`src/rtl/imm_gen_seq_pkg.sv`:
```
// Shared definitions for the registered immediate generator: format/mode
// encodings, extension-select constants and the output-register FSM states.
package imm_gen_seq_pkg;

  typedef enum logic [2:0] {
    IMM_I    = 3'b000,
    IMM_S    = 3'b001,
    IMM_B    = 3'b010,
    IMM_U    = 3'b011,
    IMM_J    = 3'b100,
    IMM_ZIMM = 3'b101,
    IMM_RSV6 = 3'b110,
    IMM_RSV7 = 3'b111
  } imm_mode_e;

  localparam logic SZ_SIGN = 1'b1;
  localparam logic SZ_ZERO = 1'b0;

  typedef enum logic {
    ST_EMPTY = 1'b0,
    ST_FULL  = 1'b1
  } imm_state_e;

endpackage

```
`src/rtl/imm_gen_seq_extract.sv`:
```
// Combinational field extraction and zero/sign extension for all base formats.
// Mode 101 (CSR zimm) is decoded only when IMM_GEN_ZIMM_EN is defined.
module imm_extract
  import imm_gen_seq_pkg::*;
#(
  parameter int unsigned XLEN = 32
) (
  input  logic [31:0]     instr,
  input  logic [2:0]      sz_ex_mode,
  input  logic            sz_ex_sel,
  output logic [XLEN-1:0] value,
  output logic            illegal
);

  logic [63:0] full;
  logic        fill;
  logic        unused_bits;

  assign fill = sz_ex_sel & instr[31];

  // Everything is built at 64 bits and truncated, so U-format at XLEN=32 is
  // naturally unaffected by sz_ex_sel.
  always_comb begin
    full    = '0;
    illegal = 1'b0;
    case (imm_mode_e'(sz_ex_mode))
      IMM_I: full = {{52{fill}}, instr[31:20]};
      IMM_S: full = {{52{fill}}, instr[31:25], instr[11:7]};
      IMM_B: full = {{51{fill}}, instr[31], instr[7], instr[30:25], instr[11:8], 1'b0};
      IMM_U: full = {{32{fill}}, instr[31:12], 12'b0};
      IMM_J: full = {{43{fill}}, instr[31], instr[19:12], instr[20], instr[30:21], 1'b0};
`ifdef IMM_GEN_ZIMM_EN
      IMM_ZIMM: full = {59'b0, instr[19:15]};
`endif
      default: illegal = 1'b1;
    endcase
  end

  assign value       = full[XLEN-1:0];
  assign unused_bits = ^{full, instr[6:0]};

endmodule

```
`src/rtl/imm_gen_seq.sv`:
```
// One-deep registered immediate generator with valid/ready handshake.
// Optional CSR zimm decode (mode 101) is enabled by defining IMM_GEN_ZIMM_EN.
module imm_gen_seq
  import imm_gen_seq_pkg::*;
#(
  parameter int unsigned XLEN = 32
) (
  input  logic            clk,
  input  logic            rst,
  input  logic            in_valid,
  output logic            in_ready,
  input  logic [31:0]     instr,
  input  logic [2:0]      sz_ex_mode,
  input  logic            sz_ex_sel,
  output logic            imm_valid,
  input  logic            imm_ready,
  output logic [XLEN-1:0] imm_out,
  output logic            imm_illegal
);

  generate
    if (XLEN != 32 && XLEN != 64) begin : g_bad_xlen
      $error("imm_gen_seq: XLEN must be 32 or 64");
    end
  endgenerate

  imm_state_e      state, state_nxt;
  logic            load;
  logic [XLEN-1:0] ext_value;
  logic            ext_illegal;

  imm_extract #(.XLEN(XLEN)) u_extract (
    .instr      (instr),
    .sz_ex_mode (sz_ex_mode),
    .sz_ex_sel  (sz_ex_sel),
    .value      (ext_value),
    .illegal    (ext_illegal)
  );

  // imm_ready reaches in_ready combinationally so a drain and a refill can
  // share one cycle.
  always_comb begin
    in_ready  = (state == ST_EMPTY) || imm_ready;
    load      = in_valid && in_ready;
    state_nxt = state;
    case (state)
      ST_EMPTY: if (load) state_nxt = ST_FULL;
      ST_FULL:  if (imm_ready && !in_valid) state_nxt = ST_EMPTY;
      default:  state_nxt = ST_EMPTY;
    endcase
  end

  always_ff @(posedge clk or posedge rst) begin
    if (rst) state <= ST_EMPTY;
    else     state <= state_nxt;
  end

  always_ff @(posedge clk or posedge rst) begin
    if (rst) begin
      imm_out     <= '0;
      imm_illegal <= 1'b0;
    end else if (load) begin
      imm_out     <= ext_value;
      imm_illegal <= ext_illegal;
    end
  end

  assign imm_valid = (state == ST_FULL);

endmodule

```
`config.mk`:
```
export PLATFORM = sky130hd
export DESIGN_NAME = imm_gen_seq
export DESIGN_NICKNAME = d
export VERILOG_FILES = /design/src/rtl/imm_gen_seq_pkg.sv /design/src/rtl/imm_gen_seq_extract.sv /design/src/rtl/imm_gen_seq.sv
export SDC_FILE = /design/constraint.sdc
export NUM_CORES = 1
export LEC_CHECK = 0
export ABC_CLOCK_PERIOD_IN_PS = 3300
export CORE_MARGIN = 4
export CORE_UTILIZATION = 45
export DETAILED_ROUTE_END_ITERATION = 16
export PLACE_DENSITY = 0.85
export SLEW_MARGIN = 20
export SYNTH_ARGS = -nofsm -noshare
export SYNTH_HDL_FRONTEND = slang
export SYNTH_SLANG_ARGS = --single-unit
```
`constraint.sdc`:
```
create_clock -name clk -period 3.3 [get_ports clk]
set_input_delay 0.66 -clock clk [delete_from_list [all_inputs] [get_ports clk]]
set_output_delay 0.66 -clock clk [all_outputs]
set_load 0.03 [all_outputs]
```
==> results.cfg <==
[synth]
synth.avg_cell_area_sq_um = 11.2
ys.flop_type = dfrtp_1
synth_edf_count = 0
synth_area_sq_um = 1720
ys_seq_area_share_pct = 49.5
ys_seq_elements = 34
synthDistinctLibCells = 36
yosysWarnings = 0
syn-num-nets = 193
synthCells = 153
synthArstFlopShare_pct = 100

[clocking]
cts-root-buf = clkbuf_8
clock_latency_ns = 0.28
clk_path_buf_depth = 2
cts_buffers = 5
cts_sinks = 34
cts_resized = 0
htree_levels = 2
cts_tree = built
cts_setup_buffers = 0
cts-hold-fix-buffers = 0
clkSlewWorstSetupHoldPaths_ns = 0.06

[routing]
drc_errors = 0
drt_wl_total_mm = 4.40
avgViaCountPerCell = 5.63
routedWlPerCell_um = 16.3
drtIter0Drc = 102
drt_first_pass_iters = 4
ant_nets = 0
vias = 1521

[finish]
fin_nets = 261
layout-drive-gt1-share_pct = 10.8
syn_to_final_growth_pct = 46.5
fillers = 303
instances_no_fill = 270
seq_area_sq_um = 851
final_common_cell = clkdlybuf4s50_1
multiInputGateArea_sq_um = 768
n_antenna_cell = 0
mostFrequentLayoutCells = clkdlybuf4s50_1 (67), dfrtp_1 (34), nand2_1 (13)

[critical_path]
r2r-end = imm_out[24]
crit_start = imm_ready
critPathRequiredTime_ns = 2.64
r2r-start = imm_valid
worst_setup_path_end_kind = output port
cp.arrival_ns = 2.09
cp_max_fo = 7
cp-start-kind = primary input
critical_path_class = primary input to output port
worstRegToRegCells = 4
rrSetupSlack_ns = 1.71

[hold_path]
hold_depth = 2
worstHoldPathType = flop to flop
hold_path_end = imm_out[1]
min-delay-start = imm_out[1]

[global_routing]
grtUsageTotal_pct = 18.6
grt_max_degree = 29
antenna_found_initial = 0
grt_pass1_wl_mm = 7.34
grt_pass1_vias = 1467
overflow = 0

[die]
die-width_um = 69.8
die_h_um = 69.8
rows = 22
start_util_pct = 46.6
die_area_sq_um = 4870
core_sq_um = 3690
ios = 75

[pwr]
ir_drop_v = 0.000241
finalPower_w = 0.00120
switchingPower_w = 0.000367
seq_power_share_pct = 40.5
power_frac_comb_pct = 29.5
power.internal_w = 0.000831
power_density_nw_per_um2 = 476
clock_power_share_pct = 30.0
switching_share_pct = 30.6
leakagePower_nw = 1.04

[sta]
finalWorstSetupSlack_ns = 0.549
hold_viol = 0
drv_slew = 0
maxSlewHeadroom_pct = 53.2
period_needed_ns = 2.75
tns_ns = 0
fin_skew_ns = 0.00375
fin_crit_sh_pct = 83.4
rsz0062_at_grt = no
setup_viol_count_final = 0
fmax_ghz = 0.364
tightest_slew_ns = 0.698

[placement]
numPortBuffers = 67
gp_congestion = 0.799
place_ws_ns = 0.547
placedCellCount = 262
dp_hpwl_mm = 3.17

[job]
max_cap_viol_count = 0

[run_status]
status = finished clean
[per-layer routing]
| layer | track usage (%) | wire length [um] | up-vias |
|---|---|---|---|
| met5 | 0 | 0 | - |
| met4 | 4.89 | 38 | 0 |
| met3 | 6.23 | 443 | 4 |
| met2 | 27.4 | 1850 | 71 |
| met1 | 26.1 | 2060 | 718 |
| li1 | - | - | 728 |
[power by group through the flow]
| stage | Clock (W) | Combinational [W] | Sequential [W] |
|---|---|---|---|
| 2_1_floorplan | 0 | 0.000108 | 0.000580 |
| 3_3_place_gp | 0 | 0.000351 | 0.000492 |
| 3_5_place_dp | 0 | 0.000356 | 0.000492 |
| 4_1_cts | 0.000365 | 0.000357 | 0.000486 |
| 5_1_grt | 0.000380 | 0.000376 | 0.000492 |
| 6_report | 0.000359 | 0.000354 | 0.000485 |
[final cells by class]
type                    instances  area share [%]
repair buffers                 73            28.4
inverters                       3           0.448
well taps                      48            2.39
clock buffers                   8            4.38
flip-flops and latches         34            33.8
multi-input cells             104            30.5
[how the worst max path moves through the flow]
stage	end	slack (ns)
after floorplan	imm_out[21]	1.62
after global placement	in_ready	0.58
after detailed placement	in_ready	0.55
after CTS	in_ready	0.55
after global routing	in_ready	0.52
final	in_ready	0.55
[through the flow]
step / instance area [sq um] / utilization [%] / hold slack (ns)
after global placement: 2410 / 65.2 / 0.475
final: 2520 / 68.2 / 0.494
after global routing: 2520 / 68.2 / 0.521
after detailed placement: 2410 / 65.2 / 0.481
after floorplan: 1720 / - / 0.648
after CTS: 2520 / 68.2 / 0.496
[sequential cells by signal, summed over array words and instances (netlist names)]
| name | count |
|---|---|
| imm_illegal | 1 |
| imm_out | 32 |
| imm_valid | 1 |
[worst max-delay path: stages]
cell and delay [ns]:
clkdlybuf4s50_1 0.44, nand2b_1 0.26, clkdlybuf4s50_1 0.73
[Yosys cell counts (all sizes together), types with 4 or more instances]
library cell  number  area [sq um]
nand2             15          61.3
a221o             10           100
nor3b              7          52.6
dfrtp             34           851
buf               10          76.3
a32oi              4          35.0
nor2b              5          31.3
o21ai             11          55.1
mux2i              5          50.1
a21oi              6          33.8
a311oi             7          61.3
a22o               8          70.1
o31ai              4          30.0
nor2               6          37.5
[kinds of logic (layout without fill, tap and decap cells)]
family                 after synthesis  count (layout)  share of synthesized area (%)
AND/OR/NAND/NOR                     43              43                           16.3
AO/OA/AOI/OAI                       56              56                           25.5
multiplexers                         5               5                           2.91
buffers and inverters               15              84                           5.75
flip-flops                          34              34                           49.5
Power figures use the tool's default switching activity.
